$ cat config.mk
export PLATFORM = sky130hd
export DESIGN_NAME = cameralink_pattern_gen
export DESIGN_NICKNAME = d
export VERILOG_FILES = /design/src/rtl/cameralink_pattern_gen.sv
export SDC_FILE = /design/constraint.sdc
export NUM_CORES = 1
export LEC_CHECK = 0
export CORE_ASPECT_RATIO = 2
export CORE_MARGIN = 5
export CORE_UTILIZATION = 50
export CTS_CLUSTER_DIAMETER = 40
export DETAILED_ROUTE_END_ITERATION = 12
export GPL_TIMING_DRIVEN = 0
export PLACE_DENSITY = 0.74
export SYNTH_ARGS = -nofsm -noshare
export SYNTH_HDL_FRONTEND = slang
export SYNTH_SLANG_ARGS = --single-unit
$ cat constraint.sdc
create_clock -name CLK -period 6.28 [get_ports CLK]
set_input_delay 1.256 -clock CLK [delete_from_list [all_inputs] [get_ports CLK]]
set_output_delay 1.256 -clock CLK [all_outputs]
set_load 0.05 [all_outputs]
$ cat src/rtl/cameralink_pattern_gen.sv
// -----------------------------------------------------------------------------
// cameralink_pattern_gen
// Camera Link style test-pattern source. It produces a repeating frame of
// VBLANK idle cycles, then SIZEY lines. Each line is HBLANK blank cycles
// followed by SIZEX/TAPS active beats. Every output comes from a register.
//
// Ports
//   CLK        in   1            sole clock, rising edge
//   Reset_n    in   1            asynchronous active-low reset
//   Enable     in   1            run request (sampled in IDLE and at end of frame)
//   Mode       in   2            0 diag ramp, 1 horiz ramp, 2 checker, 3 frame stamp
//   AB_DATA    out  TAPS*DATA_W  tap k at [k*DATA_W +: DATA_W], pixel x_cnt+k
//   LVAL       out  1            line valid
//   FVAL       out  1            frame valid
//   DVAL       out  1            data valid (mirrors LVAL)
//   x_cnt      out  16           pixel index of tap 0 on the current beat
//   y_cnt      out  16           line index within the frame
//   frame_cnt  out  16           completed-frame count (wraps)
//   Frame_done out  1            one-cycle pulse after the last active beat
// -----------------------------------------------------------------------------
module cameralink_pattern_gen #(
  parameter int DATA_W = 16,
  parameter int TAPS   = 2,
  parameter int SIZEX  = 640,
  parameter int SIZEY  = 512,
  parameter int HBLANK = 10,
  parameter int VBLANK = 50
) (
  input  logic                     CLK,
  input  logic                     Reset_n,
  input  logic                     Enable,
  input  logic [1:0]               Mode,
  output logic [TAPS*DATA_W-1:0]   AB_DATA,
  output logic                     LVAL,
  output logic                     FVAL,
  output logic                     DVAL,
  output logic [15:0]              x_cnt,
  output logic [15:0]              y_cnt,
  output logic [15:0]              frame_cnt,
  output logic                     Frame_done
);

  localparam int BLANK_MAX = (VBLANK > HBLANK) ? VBLANK : HBLANK;
  localparam int CNT_W     = $clog2(BLANK_MAX + 1);

  typedef enum logic [1:0] {
    IDLE   = 2'd0,
    VBLANK_ST = 2'd1,
    HBLANK_ST = 2'd2,
    ACTIVE = 2'd3
  } state_t;

  state_t                   state_r,  state_s;
  logic [CNT_W-1:0]         cnt_r,    cnt_s;
  logic [15:0]              x_r,      x_s;
  logic [15:0]              y_r,      y_s;
  logic [15:0]              fc_r,     fc_s;
  logic [1:0]               mode_r,   mode_s;
  logic                     done_s;
  logic [TAPS*DATA_W-1:0]   pix_s;

  logic [TAPS*DATA_W-1:0]   ab_data_r;
  logic                     lval_r;
  logic                     fval_r;
  logic                     done_r;

  // Pixel values for all taps of one beat; pixel x of tap k is x+k.
  function automatic logic [TAPS*DATA_W-1:0] make_pixels(
    input logic [1:0]  mode,
    input logic [15:0] x,
    input logic [15:0] y,
    input logic [15:0] fc
  );
    logic [TAPS*DATA_W-1:0] data;
    logic [31:0]            px;
    logic [31:0]            sum;
    data = '0;
    for (int k = 0; k < TAPS; k++) begin
      px  = 32'(x) + 32'(k);
      sum = px + 32'(y);
      case (mode)
        2'd0:    data[k*DATA_W +: DATA_W] = DATA_W'(sum);
        2'd1:    data[k*DATA_W +: DATA_W] = DATA_W'(px);
        2'd2:    data[k*DATA_W +: DATA_W] = (px[3] ^ y[3]) ? {DATA_W{1'b1}} : {DATA_W{1'b0}};
        2'd3:    data[k*DATA_W +: DATA_W] = DATA_W'(fc);
        default: data[k*DATA_W +: DATA_W] = {DATA_W{1'b0}};
      endcase
    end
    return data;
  endfunction

  // Next-state, counter and mode-latch logic for the frame sequencer.
  always_comb begin
    state_s = state_r;
    cnt_s   = cnt_r;
    x_s     = x_r;
    y_s     = y_r;
    fc_s    = fc_r;
    mode_s  = mode_r;
    done_s  = 1'b0;
    case (state_r)
      IDLE: begin
        if (Enable) begin
          state_s = VBLANK_ST;
          cnt_s   = '0;
          mode_s  = Mode;
        end else begin
          state_s = IDLE;
        end
      end
      VBLANK_ST: begin
        if (cnt_r == CNT_W'(VBLANK - 1)) begin
          state_s = HBLANK_ST;
          cnt_s   = '0;
          y_s     = 16'd0;
          mode_s  = Mode;   // pattern is fixed for the whole upcoming frame
        end else begin
          cnt_s = cnt_r + CNT_W'(1);
        end
      end
      HBLANK_ST: begin
        if (cnt_r == CNT_W'(HBLANK - 1)) begin
          state_s = ACTIVE;
          cnt_s   = '0;
          x_s     = 16'd0;
        end else begin
          cnt_s = cnt_r + CNT_W'(1);
        end
      end
      ACTIVE: begin
        if (x_r == 16'(SIZEX - TAPS)) begin
          x_s   = 16'd0;
          cnt_s = '0;
          if (y_r == 16'(SIZEY - 1)) begin
            // Enable only matters here, so a frame is never cut short.
            done_s  = 1'b1;
            fc_s    = fc_r + 16'd1;
            y_s     = 16'd0;
            state_s = Enable ? VBLANK_ST : IDLE;
          end else begin
            y_s     = y_r + 16'd1;
            state_s = HBLANK_ST;
          end
        end else begin
          x_s = x_r + 16'(TAPS);
        end
      end
      default: begin
        state_s = IDLE;
        cnt_s   = '0;
        x_s     = 16'd0;
        y_s     = 16'd0;
      end
    endcase
  end

  // Beat data for the state being entered; blank outside ACTIVE.
  always_comb begin
    pix_s = '0;
    if (state_s == ACTIVE) begin
      pix_s = make_pixels(mode_s, x_s, y_s, fc_s);
    end else begin
      pix_s = '0;
    end
  end

  // State, counters and registered outputs; outputs track the state entered.
  always_ff @(posedge CLK or negedge Reset_n) begin
    if (!Reset_n) begin
      state_r   <= IDLE;
      cnt_r     <= '0;
      x_r       <= 16'd0;
      y_r       <= 16'd0;
      fc_r      <= 16'd0;
      mode_r    <= 2'd0;
      ab_data_r <= '0;
      lval_r    <= 1'b0;
      fval_r    <= 1'b0;
      done_r    <= 1'b0;
    end else begin
      state_r   <= state_s;
      cnt_r     <= cnt_s;
      x_r       <= x_s;
      y_r       <= y_s;
      fc_r      <= fc_s;
      mode_r    <= mode_s;
      ab_data_r <= pix_s;
      lval_r    <= (state_s == ACTIVE);
      fval_r    <= (state_s == ACTIVE) || (state_s == HBLANK_ST);
      done_r    <= done_s;
    end
  end

  assign AB_DATA    = ab_data_r;
  assign LVAL       = lval_r;
  assign DVAL       = lval_r;
  assign FVAL       = fval_r;
  assign x_cnt      = x_r;
  assign y_cnt      = y_r;
  assign frame_cnt  = fc_r;
  assign Frame_done = done_r;

endmodule

Word level (Yosys, flattened, before mapping)
Cells that the tools add are included.
{"block": "totals", "mem_bits_ro": 0, "n_memories": 0, "elab_cells": 69, "out_inout_bits": 84, "mem_bits_rw": 0, "in_bits": 5, "latchBits": 0, "regBits": 93}
{"block": "classes", "reduce_logical": 4, "muxes": 32, "eq_ne": 14, "shifts": 0, "n_lt_le_gt_ge": 0, "div": 0, "addsub": 7, "multipliers": 0, "bitwise": 2}
{"op": "$mux W16", "count": 10}
{"op": "$pmux W16 S4", "count": 2}
{"op": "$pmux W16 S2", "count": 2}
{"op": "$add A16 B1 Y16 const B", "count": 3}
{"op": "$add A16 B16 Y16", "count": 2}
{"op": "$mux W32", "count": 1}
{"op": "$mux W6", "count": 4}
{"op": "$pmux W6 S4", "count": 1}
{"op": "$add A16 B2 Y16 const B", "count": 1}
{"op": "$eq A16 B10 Y1 const B", "count": 1}
{"op": "$eq A16 B9 Y1 const B", "count": 1}
{"op": "$eq A2 B2 Y1 const B", "count": 6}
{"op": "$mux W2", "count": 6}
{"op": "$pmux W2 S4", "count": 1}
{"op": "$add A6 B1 Y6 const B", "count": 1}
{"op": "$eq A6 B4 Y1 const B", "count": 1}
{"op": "$eq A6 B6 Y1 const B", "count": 1}
{"op": "$eq A2 B1 Y1 const B", "count": 2}
{"op": "$logic_not A2 Y1", "count": 2}
{"op": "$mux W1", "count": 4}
{"op": "$ne A2 B2 Y1 const B", "count": 2}
{"op": "$pmux W2 S2", "count": 1}
{"op": "$reduce_and A2 Y1", "count": 1}
{"op": "$xor A1 B1 Y1", "count": 2}
{"op": "$logic_or A1 B1 Y1", "count": 1}

Depth between registers and ports, before layout
Gate-level depths: netlist of run 1.
{"block": "depth", "depth_word": 8, "depth_mapped": 20, "mapped_depth_nobuf": 19}

Worst setup path after synthesis of run 1
Ideal clock, no wire load.
{"block": "synth_timing", "kind": "register to register", "start": "register y_r[0] (netlist: y_cnt[0])", "end": "register ab_data_r[30] (netlist: AB_DATA[30])", "setup_time_ns": 0.128, "t_arrival_ns": 4.349, "n_path_buf": 1, "required_time_ns": 6.152, "stages_incl_launch_ff": 20, "synth_period_minus_slack_ns": 4.477, "setup_slack_ns": 1.803, "path_cell_list": "dfrtp_1 ha_1 nor4bb_1 nand4_1 nand2b_1 o21ai_0 clkbuf_1 o21ai_0 nand2_1 o31ai_1 ha_1 nor2b_1 o21ai_0 a21boi_0 o21a_1 a311o_1 a21oi_1 nor3b_1 o31a_1 o32ai_1"}
{"block": "synth_between", "word_cells_on_any_way": 18, "classes_between": "add/sub (2); eq/ne (2); mux (13); bitwise (1)"}
{"element": "from (decl)", "line_no": "56", "source": "logic [15:0] y_r, y_s;"}
{"element": "from (signal assigned)", "line_no": "184", "source": "y_r <= y_s;"}
{"element": "$add A16 B1 Y16 / $eq A16 B9 Y1 (equally long branches)", "line_no": "141, 134"}
{"element": "$mux W16 (*)", "line_no": "134", "source": "if (y_r == 16'(SIZEY - 1)) begin"}
{"element": "$mux W16 (*)", "line_no": "131", "source": "if (x_r == 16'(SIZEX - TAPS)) begin"}
{"element": "$pmux W16 S2 (*)", "line_no": "101", "source": "case (state_r)"}
{"element": "via y_s[2]", "line_no": "56"}
{"element": "$add A16 B16 Y16 (*)", "line_no": "80", "source": "sum = px + 32'(y);"}
{"element": "$pmux W16 S4 (*)", "line_no": "81", "source": "case (mode)"}
{"element": "$mux W32 (*)", "line_no": "160", "source": "if (state_s == ACTIVE) begin"}
{"element": "via pix_s[30]", "line_no": "60", "source": "logic [TAPS*DATA_W-1:0] pix_s;"}
{"element": "to (signal assigned)", "line_no": "187", "source": "ab_data_r <= pix_s;"}
{"element": "to (decl)", "line_no": "62", "source": "logic [TAPS*DATA_W-1:0] ab_data_r;"}
Mark *: on every way through the listed nets, which the timed path passes. The rest lies on a longest branch.
A chain may end at the register's enable or synchronous reset.

Worst setup path in the final report of run 1
{"block": "layout_timing", "start": "register state_r[0]", "end": "register ab_data_r[15] (netlist: AB_DATA[15])"}
{"block": "layout_between", "word_cells_on_any_way": 22, "classes_between": "add/sub (1); eq/ne (7); mux (11); bitwise (1); reduce/logical (2)"}
{"element": "from (decl)", "line_no": "53", "source": "state_t state_r, state_s;"}
{"element": "from (signal assigned)", "line_no": "181", "source": "state_r <= state_s;"}
{"element": "$eq A2 B2 Y1 / $eq A2 B1 Y1 (equally long branches)", "line_no": "101"}
{"element": "$pmux W16 S2 (*)", "line_no": "101"}
{"element": "via y_s[2]", "line_no": "56"}
{"element": "$add A16 B16 Y16 (*)", "line_no": "80"}
{"element": "$pmux W16 S4 (*)", "line_no": "81"}
{"element": "$mux W32 (*)", "line_no": "160"}
{"element": "via pix_s[15]", "line_no": "60"}
Marks and branches as above.

==> results of run 1 <==
-- cell type report --
cell class	count	share of cell area, %
tap	152	2.39
clock inverter	6	0.864
sequential	93	29.2
timing repair buffer	89	11.4
multi-input combinational	597	50.2
inverter	34	1.60
clock buffer	10	3.00
buffer	26	1.35
-- kinds of logic (layout without fill, tap and decap cells) --
group	Yosys count	after routing
fa+ha+maj	42	42
xor+xnor	59	59
mux	9	9
compound gates	202	202
simple gates	285	285
buf+inv	60	165
flops	93	93
-- final timing paths --
kind                               start       endpoint  slack, ps  depth (start not counted)
setup / recovery              state_r[0]    AB_DATA[15]        800                         15
hold / removal             frame_cnt[15]  frame_cnt[15]        510                          1
max in group asynchronous        Reset_n   frame_cnt[0]       4730                          2
min in group asynchronous        Reset_n      x_cnt[11]        880                          1
setup reg to reg              state_r[0]    AB_DATA[15]        800                         15
hold reg to reg            frame_cnt[15]  frame_cnt[15]        510                          1
-- report_power, final --
part	switching, mW	leakage (nW)	internal (mW)
clock network	0.242	0.149	0.322
registers	0.00462	1.19	0.614
logic	0.110	2.14	0.0454
total	0.357	3.48	0.982
-- through the flow --
| stage | cell area, µm² | power, mW |
|---|---|---|
| 2_1_floorplan | 6560 | 0.719 |
| 3_3_place_gp | 7630 | 0.783 |
| 3_5_place_dp | 7650 | 0.786 |
| 4_1_cts | 7960 | 1.35 |
| 5_1_grt | 7960 | 1.39 |
| 6_report | 7960 | 1.34 |
-- flip-flops by register name (all words and copies together) (netlist names) --
signal      flops
AB_DATA        32
DVAL            1
FVAL            1
Frame_done      1
cnt_r           6
frame_cnt      16
mode_r          2
state_r         2
x_cnt          16
y_cnt          16
-- cell usage after synthesis (all sizes together) (5+ instances only) --
library cell | instances | area share (%)
dfrtp | 93 | 35
nand2 | 90 | 5.2
o21ai | 64 | 4.9
nor2 | 53 | 3.1
a21oi | 42 | 3.2
ha | 40 | 7.6
xnor2 | 36 | 4.8
inv | 33 | 1.9
nand3 | 29 | 2.2
xor2 | 23 | 3.2
nor3 | 20 | 1.8
clkbuf | 18 | 1.0
a221oi | 14 | 2.0
and3 | 14 | 1.3
nand2b | 13 | 1.2
nand4 | 13 | 1.8
nor4 | 11 | 1.3
o211ai | 9 | 1.0
a21o | 8 | 0.92
buf | 8 | 0.61
nor2b | 8 | 0.76
mux2i | 7 | 1.1
o31ai | 7 | 0.80
and2 | 6 | 0.57
o22ai | 6 | 0.57
o41ai | 6 | 0.80
a211oi | 5 | 0.57
a22oi | 5 | 0.57
a31oi | 5 | 0.48
o21a | 5 | 0.57
or3 | 5 | 0.48
-- routing by layer --
layer	routed length, µm	up-vias	share of wire, %
li1	-	2930	-
met1	7980	3032	35
met2	12000	276	53
met3	973	107	4.3
met4	1720	0	7.6
met5	0	-	0
==> metrics.md, run 1 <==
| Metric | Value |
|---|---|
| GPL Wtd Cong | `1.01` |
| Placed Cells | `about 990` |
| DR WL/cell | `~23 µm` |
| Area of the multi-input gates | `0.00400 mm²` |
| Initial DRC Count | `521` |
| First-pass GRT wire length | `~35000 µm` |
| Final Max Tran Viols | `0` |
| Cell mode on critical path | `clkbuf_1` |
| Post-synthesis cell type count | `70` |
| Unrepaired setup endpoints after global routing | `false` |
| Routing usage on met2 | `53.9%` |
| CP max-delay cell | `o31ai_1` |
| Die area | `about 0.016 mm²` |
| H-Tree Depth | `3` |
| Post-cts gate resize count | `0` |
| Finished Layout Cells | `~1000` |
| Clock root cell | `clkbuf_16` |
| Gr ovfl total | `0` |
| WHS | `509 ps` |
| Yosys warns | `0` |
| Grt met1 use | `29.6%` |
| Setup TNS | `0 ps` |
| CTS Buffer Depth | `2` |
| Peak supply drop | `between 0.1 and 0.15 mV` |
| Maxcap violations | `0` |
| Die width | `approximately 90 µm` |
| Post-route ant nets | `0` |
| Leak | `about 3.5 nW` |
| Worst path cell trace | `ha_1 -> clkbuf_1 -> clkbuf_1 -> o21ai_0 -> clkbuf_1 -> o31ai_1 -> ha_1 -> a21oi_1 -> o21ai_0 -> a31oi_1 -> o31ai_1 -> a41oi_1 -> a21oi_1 -> xor2_1 -> a211oi_1` |
| Worst hold path class | `flip-flop to flip-flop` |
| Max FO, Critical Path | `10` |
| Vias | `~6300` |
| Io pins | `89` |
| Largest net degree at the start of global routing | `between 50 and 60` |
| Power per Cell Area | `between 150 and 200 mW/mm²` |
| Post CTS Setup Buffer Count | `0` |
| Endpoints failing setup | `0` |
| Sequential fraction of the synthesis area | `a little over a third` |
| GRT busiest layer | `met2` |
| Post-Syn Instances | `750` |
| Worst setup margin | `795 ps` |
| Drt pass-1 iters | `5` |
| Worst slack, placed | `919 ps` |
| Drt via density | `roughly 6.3` |
| I/O Buffers | `88` |
| Worst-Margin Slew | `about 1100 ps` |
| CTS Hold Bufs | `0` |
| Skew-Pair Late Insertion Delay | `between 300 and 400 ps` |
| Crit-path max cell delay | `~750 ps` |
| Die Y | `~170 µm` |
| Adder-cell share of the synthesized area | `8.24%` |
| Syn_area_per_cell | `roughly 9 µm²` |
| FILL cells | `roughly 1200` |
| Gr usage total | `slightly below 30%` |
| Simple-gate share of the synthesized area | `23.2%` |
| Multiplexer share of the synthesized area | `under 10%` |
| Clk sink count | `93` |
| WP buf/inv | `3` |
| Status | `completed` |
| Hpwl dp | `around 18000 µm` |
| Number of diodes | `0` |
| Crit Path Class | `flip-flop to flip-flop` |
| Initial antenna violation count | `0` |
| Critical path capture point type | `flip-flop` |
| Post-Syn Nets | `approximately 800` |
| Starting Density | `50.8%` |
| Synth Register Bits | `between 90 and 100` |
| Layout cells sized above 1 | `around 5.5%` |
| Core Region | `~0.013 mm²` |
| Slew margin rel. | `roughly 25%` |
| Final Util | `~62%` |
| FP Rows | `59` |
| Post-Synth XOR/XNOR Area | `under 10%` |
| Commonest non-fill, non-tap cell in the layout | `dfrtp_1` |
| Compound-Gate Fraction of Synth Area | `about a fifth` |
| CTS tree | `done` |
| Fraction of registers with async set/reset | `100%` |
| Number of synthesized flops with an enable pin | `0` |
| Final hold violation count | `0` |
| Post-route DRC | `0` |
| Startpoint types | `flip-flop` |
| Arrival time of the worst setup path | `between 5000 and 6000 ps` |
| Crit-path leading delay family | `compound AO/OA/AOI/OAI gates` |
| Clock transition at the registers of the reported paths | `70 ps` |
| Vias in the first global route | `between 6000 and 7000` |
| Top_reg_cell synth | `dfrtp_1` |
| Critical Path RT | `approximately 6500 ps` |
| Seq. cell area | `0.00233 mm²` |
| Mapped Area | `~0.0066 mm²` |
| Commonest cells after routing, fill and taps aside | `dfrtp_1, nand2_1, clkdlybuf4s50_1` |
| WL final | `about 23000 µm` |
| Area grow syn2layout | `21.4%` |
| Fin crit period | `around 5500 ps` |
| CTS buffer count | `9` |
| Largest family of logic cells by synthesized area | `simple AND/OR/NAND/NOR gates` |
| Met3 Use GR | `approximately 3.5%` |
| Final nets | `roughly 900` |
| Period utilization | `87.3%` |
| Final clock skew | `~9.7 ps` |
| Fmax | `~0.18 GHz` |
Power figures use the tool's default switching activity.
==> inputs of run 2 (changes only) <==
--- a/config.mk
+++ b/config.mk
@@ -5,13 +5,15 @@
 export SDC_FILE = /design/constraint.sdc
 export NUM_CORES = 1
 export LEC_CHECK = 0
+export CAP_MARGIN = 25
 export CORE_ASPECT_RATIO = 2
 export CORE_MARGIN = 5
 export CORE_UTILIZATION = 50
 export CTS_CLUSTER_DIAMETER = 40
 export DETAILED_ROUTE_END_ITERATION = 12
 export GPL_TIMING_DRIVEN = 0
-export PLACE_DENSITY = 0.74
+export PLACE_DENSITY = 0.77
+export SLEW_MARGIN = 10
 export SYNTH_ARGS = -nofsm -noshare
 export SYNTH_HDL_FRONTEND = slang
 export SYNTH_SLANG_ARGS = --single-unit
==> constraint.sdc (replaced) <==
create_clock -name CLK -period 4.7 [get_ports CLK]
set_input_delay 0.94 -clock CLK [delete_from_list [all_inputs] [get_ports CLK]]
set_output_delay 0.94 -clock CLK [all_outputs]
set_load 0.05 [all_outputs]
==> run 2 against run 1 <==
  * Sequential power is 34% higher
  * Clock power is 32% higher
  * Flip-flop and latch count stayed put
  * Largest cell class unchanged
  * Largest power group unchanged
==> metrics.md, run 2 (same netlist as run 1, synthesis figures left out) <==
| Metric | Value |
|---|---|
| Post-route DRC | `0 (unchanged)` |
| Final hold violation count | `0 (unchanged)` |
| I/O Buffers | `88 (unchanged)` |
| Critical Path RT | `4940 ps (-1590 ps)` |
| Layout cells sized above 1 | `11.8% (+6.3 points)` |
| Crit-path max cell delay | `490 ps (-260 ps)` |
| GPL Wtd Cong | `0.998 (-1.5%)` |
| Die Y | `172 µm (unchanged)` |
| Number of diodes | `0 (unchanged)` |
| H-Tree Depth | `3 (unchanged)` |
| Gr ovfl total | `0 (unchanged)` |
| WP buf/inv | `2 (-1)` |
| Commonest cells after routing, fill and taps aside | `nand2_1, dfrtp_1, clkdlybuf4s50_1` |
| Gr usage total | `30.9% (+2.0 points)` |
| Worst slack, placed | `-794 ps (-1710 ps)` |
| Final clock skew | `14.3 ps (+4.59 ps)` |
| Worst hold path class | `flip-flop to flip-flop` |
| Clock group share of total power | `42.0% (-0.2 points)` |
| Endpoints failing setup | `0 (unchanged)` |
| Drt pass-1 iters | `7 (+2)` |
| Sw Pwr | `0.484 mW (+36%)` |
| Period utilization | `97.2% (+9.9 points)` |
| Io pins | `89 (unchanged)` |
| Vias | `6515 (+2.7%)` |
| Hpwl dp | `18900 µm (+4.1%)` |
| Skew-Pair Late Insertion Delay | `350 ps (about the same)` |
| Final Util | `64.3% (+2.7 points)` |
| CTS Hold Bufs | `0 (unchanged)` |
| WL final | `24500 µm (+7.9%)` |
| Fin crit period | `4570 ps (-915 ps)` |
| Vias in the first global route | `6701 (+2.9%)` |
| Fmax | `0.219 GHz (+20%)` |
| Clock root cell | `clkbuf_16` |
| Arrival time of the worst setup path | `4810 ps (-930 ps)` |
| Max FO, Critical Path | `10 (unchanged)` |
| CTS buffer count | `9 (unchanged)` |
| Worst-Margin Slew | `1040 ps (-73.6 ps)` |
| CTS tree | `done` |
| Cell internal pwr | `1.30 mW (+32%)` |
| Die area | `0.0156 mm² (unchanged)` |
| Setup TNS | `0 ps (unchanged)` |
| Initial DRC Count | `484 (-7.1%)` |
| Startpoint types | `flip-flop` |
| FP Rows | `59 (unchanged)` |
| Post-route ant nets | `0 (unchanged)` |
| Crit Path Class | `flip-flop to flip-flop` |
| Final nets | `900 (+0.33%)` |
| Die width | `91.0 µm (unchanged)` |
| Status | `completed` |
| Maxcap violations | `0 (unchanged)` |
| CTS Buffer Depth | `2 (unchanged)` |
| DR WL/cell | `24.2 µm (+7.6%)` |
| Largest register FFs | `32 (unchanged)` |
| Crit-path leading delay family | `compound AO/OA/AOI/OAI gates` |
| Initial antenna violation count | `0 (unchanged)` |
| Largest net degree at the start of global routing | `50 (-11%)` |
| Starting Density | `50.8% (unchanged)` |
| Slew margin rel. | `30.0% (+5.4 points)` |
| Peak supply drop | `0.242 mV (+68%)` |
| CP max-delay cell | `dfrtp_2` |
| Worst setup margin | `131 ps (-665 ps)` |
| Power per Cell Area | `214 mW/mm² (+28%)` |
| Clk sink count | `93 (unchanged)` |
| Area grow syn2layout | `26.8%` |
| Commonest non-fill, non-tap cell in the layout | `nand2_1` |
| Leak | `3.60 nW (+3.4%)` |
| Critical path capture point type | `flip-flop` |
| Clock transition at the registers of the reported paths | `70 ps (about the same)` |
| Drt via density | `6.45 (+2.4%)` |
| Reg power frac | `46.4% (+0.2 points)` |
| Comb pwr share | `11.6% (about the same)` |
| Switching portion of total power | `27.2% (+0.51 points)` |
| Final Max Tran Viols | `0 (unchanged)` |
| First-pass GRT wire length | `37300 µm (+5.7%)` |
| Core Region | `0.0129 mm² (unchanged)` |
| Worst path cell trace | `nor4_4 -> nand4_4 -> buf_4 -> o21ai_4 -> clkbuf_4 -> o21ai_0 -> nand2_1 -> o31ai_2 -> ha_1 -> nor2b_1 -> o21ai_1 -> a21oi_1 -> o21a_1 -> o211ai_1 -> a41oi_2 -> a21oi_2 -> mux2i_1 -> a2111oi_2` |
-- run 2: power groups by stage --
stage	sequential, mW	combinational (mW)	clock [mW]
after floorplan	0.914	0.0464	0
after global placement	0.842	0.203	0
final	0.827	0.207	0.748
after detailed placement	0.843	0.206	0
after global routing	0.829	0.218	0.792
after CTS	0.827	0.207	0.754
-- run 2: path summary, 6_finish.rpt --
kind / startpoint / end / slack (ps) / depth (start not counted)
hold / removal: frame_cnt[15] / frame_cnt[15] / 530 / 1
setup / recovery: x_cnt[11] / AB_DATA[14] / 130 / 18
setup reg to reg: x_cnt[11] / AB_DATA[14] / 130 / 18
min in group asynchronous: Reset_n / x_cnt[10] / 600 / 1
hold reg to reg: frame_cnt[15] / frame_cnt[15] / 530 / 1
max in group asynchronous: Reset_n / y_cnt[0] / 3420 / 2
-- run 2: layout make-up --
type                       count  area (µm²)
fill                        1081        4610
tap                          152         190
multi-input combinational    598        4310
sequential                    93        2330
clock inverter                 6        70.1
inverter                      34         128
buffer                        23         114
clock buffer                  10         229
timing repair buffer          94         941
-- run 2: layer usage --
layer | vias up | global-route usage [%] | wire [µm]
li1 | 2939 | - | -
met1 | 3147 | 30.3 | 8170
met2 | 335 | 59.5 | 13500
met3 | 94 | 3.70 | 1060
met4 | 0 | 20.2 | 1710
met5 | - | 0 | 0
-- run 2: repair_timing --
item / in CTS / in global routing
setup buffers: 2 / 2
gates resized for setup: 42 / 34
gates cloned: 1 / 0
endpoints found under the setup margin: 18 / 11
pin swaps: 3 / 9
-- run 2: worst reg2reg max path, stage by stage, from the launching register on --
cell	delay, ps
dfrtp_2	490
nor4_4	460
nand4_4	220
buf_4	260
o21ai_4	210
clkbuf_4	250
o21ai_0	110
nand2_1	110
o31ai_2	110
ha_1	370
nor2b_1	150
o21ai_1	220
a21oi_1	140
o21a_1	240
o211ai_1	260
a41oi_2	220
a21oi_2	190
mux2i_1	140
a2111oi_2	300
-- run 2: through the flow --
stage	hold slack, ps	area, µm²	cells	power (mW)
6_report	529	8310	1010	1.78
5_1_grt	566	8310	1010	1.84
4_1_cts	527	8150	1010	1.79
3_5_place_dp	512	7650	991	1.05
3_3_place_gp	493	7630	990	1.05
2_1_floorplan	477	6560	750	0.960
==> inputs of run 3 (changes only) <==
--- a/config.mk
+++ b/config.mk
@@ -5,14 +5,16 @@
 export SDC_FILE = /design/constraint.sdc
 export NUM_CORES = 1
 export LEC_CHECK = 0
+export ABC_AREA = 1
 export CAP_MARGIN = 25
-export CORE_ASPECT_RATIO = 2
+export CELL_PAD_IN_SITES_DETAIL_PLACEMENT = 1
+export CELL_PAD_IN_SITES_GLOBAL_PLACEMENT = 1
 export CORE_MARGIN = 5
-export CORE_UTILIZATION = 50
+export CORE_UTILIZATION = 37
 export CTS_CLUSTER_DIAMETER = 40
 export DETAILED_ROUTE_END_ITERATION = 12
 export GPL_TIMING_DRIVEN = 0
-export PLACE_DENSITY = 0.77
+export PLACE_DENSITY_LB_ADDON = 0.1
 export SLEW_MARGIN = 10
 export SYNTH_ARGS = -nofsm -noshare
 export SYNTH_HDL_FRONTEND = slang
==> run 3 against run 2 <==
  * Critical path depth is 2 higher
  * Highest routed layer unchanged
  * Cell area up 2.2%
  * Synthesized cell count increased by 28%
  * Sequential share of layout area is 0.68 points lower
  * Global-route usage down 8.3 points
  * Combinational power down 2%
  * Setup slack gained 160 ps
  * Count of clock-buffer cells in the layout is the same
  * Clock power is 0.9% higher
  * Hold slack got worse by 27 ps
  * Via count grew 5.2%
  * Maximum frequency up 3.6%
==> metrics.md, run 3 <==
| Metric | Value |
|---|---|
| Startpoint types | `flip-flop` |
| Synth Register Bits | `93 (unchanged)` |
| Post-Syn Instances | `957 (+28%)` |
| Initial antenna violation count | `0 (unchanged)` |
| Post-place instance area | `0.00817 mm² (+6.7%)` |
| Period utilization | `93.9% (-3.3 points)` |
| Slew margin rel. | `49.6% (+20 points)` |
| Sequential fraction of the synthesis area | `33.4% (-2.1 points)` |
| Worst setup margin | `288 ps (+157 ps)` |
| WL final | `24200 µm (-1.2%)` |
| Vias | `6854 (+5.2%)` |
| H-Tree Depth | `3 (unchanged)` |
| Number of synthesized flops with an enable pin | `0 (unchanged)` |
| First-pass GRT wire length | `38900 µm (+4.2%)` |
| Yosys warns | `0 (unchanged)` |
| Design area | `0.00850 mm² (+2.2%)` |
| FP Rows | `50 (-15%)` |
| Vias in the first global route | `6965 (+3.9%)` |
| Post CTS Setup Buffer Count | `0 (-2)` |
| Cell internal pwr | `1.30 mW (+0.42%)` |
| CP max-delay cell | `dfrtp_1` |
| Reg power frac | `46.3% (about the same)` |
| Final hold violation count | `0 (unchanged)` |
| Fmax | `0.227 GHz (+3.6%)` |
| CTS buffer count | `9 (unchanged)` |
| Sw Pwr | `0.479 mW (-1.0%)` |
| Worst hold path class | `flip-flop to flip-flop` |
| Maxcap violations | `0 (unchanged)` |
| Crit-path max cell delay | `440 ps (-50 ps)` |
| Drt via density | `5.28 (-18%)` |
| Overall Power | `1.78 mW (about the same)` |
| Mapped Area | `0.00697 mm² (+6.3%)` |
| Endpoints failing setup | `0 (unchanged)` |
| Worst slack, placed | `52.2 ps (+846 ps)` |
| Clock group share of total power | `42.3% (+0.3 points)` |
| Final Max Tran Viols | `0 (unchanged)` |
| CTS Buffer Depth | `2 (unchanged)` |
| Worst path cell trace | `ha_1 -> nand2_1 -> nor3_2 -> nand3_1 -> nor2_8 -> nor2_1 -> clkbuf_2 -> nand3_1 -> o21ai_0 -> ha_1 -> a21oi_1 -> nand2_1 -> a21oi_1 -> o21ai_1 -> a21boi_2 -> o21ai_0 -> a21oi_1 -> o21ai_0 -> nand2_1 -> a21oi_2` |
| Core Region | `0.0186 mm² (+44%)` |
| Largest register FFs | `32 (unchanged)` |
| Post-route ant nets | `0 (unchanged)` |
| Slack of the worst reg-to-reg path | `290 ps (+160 ps)` |
| Fraction of registers with async set/reset | `100% (unchanged)` |
| Post-Syn Nets | `1004 (+26%)` |
| Yosys top cell by area | `dfrtp_1` |
| Switching portion of total power | `26.9% (-0.29 points)` |
| Arrival time of the worst setup path | `4650 ps (-160 ps)` |
| Most common cell in the synthesized netlist | `nand2_1` |
| Drt pass-1 iters | `5 (-2)` |
| Final clock skew | `10.1 ps (-4.19 ps)` |
| Area share of the largest cell type after synthesis | `33.4% (-2.1 points)` |
| Area contributors post-synth | `dfrtp_1, nand2_1, ha_1` |
| Worst-Margin Slew | `756 ps (-286 ps)` |
| Io pins | `89 (unchanged)` |
| WP buf/inv | `1 (-1)` |
| Die width | `147 µm (+62%)` |
| Top_reg_cell synth | `dfrtp_1` |
| Max FO, Critical Path | `10 (unchanged)` |
| Commonest non-fill, non-tap cell in the layout | `nand2_1` |
| Post-route DRC | `0 (unchanged)` |
| Critical Path RT | `4940 ps (about the same)` |
| Gr usage total | `22.6% (-8.3 points)` |
| Hpwl dp | `19600 µm (+3.9%)` |
| Peak supply drop | `0.169 mV (-30%)` |
| Post-synthesis cell type count | `58 (-17%)` |
| Crit Path Class | `flip-flop to flip-flop` |
| Skew-Pair Late Insertion Delay | `350 ps (about the same)` |
| GPL Wtd Cong | `0.899 (-9.9%)` |
| Power per Cell Area | `210 mW/mm² (-2.1%)` |
| Synth cell count leaders | `nand2_1, inv_1, dfrtp_1` |
| Initial DRC Count | `331 (-32%)` |
| CTS tree | `done` |
| Largest net degree at the start of global routing | `49 (-2.0%)` |
| I/O Buffers | `88 (unchanged)` |
| WHS | `503 ps (-26.6 ps)` |
| FILL cells | `2348 (+120%)` |
| DR WL/cell | `18.6 µm (-23%)` |
| Die Y | `147 µm (-14%)` |
| Area grow syn2layout | `21.9%` |
| Comb pwr share | `11.3% (-0.3 points)` |
| Layout cells sized above 1 | `9.51% (-2.3 points)` |
| Leak | `3.98 nW (+10%)` |
| Syn_area_per_cell | `7.28 µm² (-17%)` |
| Clk sink count | `93 (unchanged)` |
| Clock root cell | `clkbuf_16` |
| Die area | `0.0217 mm² (+39%)` |
| Clock transition at the registers of the reported paths | `70 ps (about the same)` |
| Gr ovfl total | `0 (unchanged)` |
| Final nets | `1104 (+23%)` |
| Critical path capture point type | `flip-flop` |
| Starting Density | `37.4% (-13 points)` |
| Status | `completed` |
| Fin crit period | `4410 ps (-157 ps)` |
| Crit-path leading delay family | `compound AO/OA/AOI/OAI gates` |
| Commonest cells after routing, fill and taps aside | `nand2_1, inv_1, dfrtp_1` |
==> run 3: cell count changes after synthesis, sizes merged, moves of 27 or more <==
cell   delta
nor2     +34
nand3    +36
inv     +104
a21oi    +29
nand2   +144
xnor2    -27
==> run 3: kinds of logic (layout without fill, tap and decap cells) <==
| kind of cell | Yosys count | count (layout) | synth area share [%] |
|---|---|---|---|
| AO/OA/AOI/OAI | 191 | 191 | 16.0 |
| adder cells (fa/ha/maj) | 42 | 42 | 7.76 |
| AND/OR/NAND/NOR | 442 | 442 | 29.4 |
| XOR/XNOR | 33 | 33 | 4.47 |
| flip-flops | 93 | 93 | 33.4 |
| other | 0 | 1 | 0 |
| buffers and inverters | 156 | 261 | 8.94 |
==> run 3: worst reg2reg max path: cells and delay by family (launching register included) <==
family                     cells  cell delay (ps)
adders and majority gates      2              640
and+or+nand+nor                8             1410
buffers and inverters          1              220
DFF                            1              440
AOI/OAI and AO/OA              9             1590
==> run 3: per-stage QoR <==
step	setup TNS, ps	instances	util, %
after CTS	0	1296	45.4
after detailed placement	0	1280	43.8
final	0	1297	45.6
after global placement	-89720	1279	43.7
after global routing	-0.0497	1296	45.6
after floorplan	0	957	-
==> run 3: layout make-up <==
class                      count  area (µm²)  area share, %
multi-input combinational    708        4040           47.6
sequential                    93        2330           27.4
timing repair buffer          89         906           10.7
inverter                     138         518           6.10
tap                          234         293           3.45
clock buffer                  10         239           2.81
buffer                        18         108           1.27
clock inverter                 6        62.6          0.736
antenna                        1        2.50         0.0295
==> run 3: routing by layer <==
metal  GRT usage (%)  vias up  share of wire [%]
met1            33.0     3326                 49
met3            3.67       19                4.2
met4            4.15        0                1.3
met2            35.9      143                 45
met5               0        -                  0
li1                -     3366                  -
==> run 3: worst paths after layout <==
check	startpoint	cells past startpoint	to
max	y_cnt[0]	20	AB_DATA[29]
min	cnt_r[5]	1	cnt_r[5]
max reg2reg	y_cnt[0]	20	AB_DATA[29]
min reg2reg	cnt_r[5]	1	cnt_r[5]
max in group asynchronous	Reset_n	2	frame_cnt[6]
min in group asynchronous	Reset_n	1	cnt_r[1]
==> run 3: power by group through the flow <==
stage	clock network, mW	logic (mW)	registers (mW)
floorplan	0	0.0438	0.912
finish	0.755	0.202	0.826
detailed placement	0	0.203	0.842
global route	0.816	0.215	0.828
CTS	0.779	0.203	0.826
global placement	0	0.199	0.842
==> run 3: repair_timing <==
| action | 4_1_cts | 5_1_grt |
|---|---|---|
| setup endpoints to repair | 0 | 10 |
| hold buffers | 0 | 0 |
| gates resized for setup | 0 | 14 |
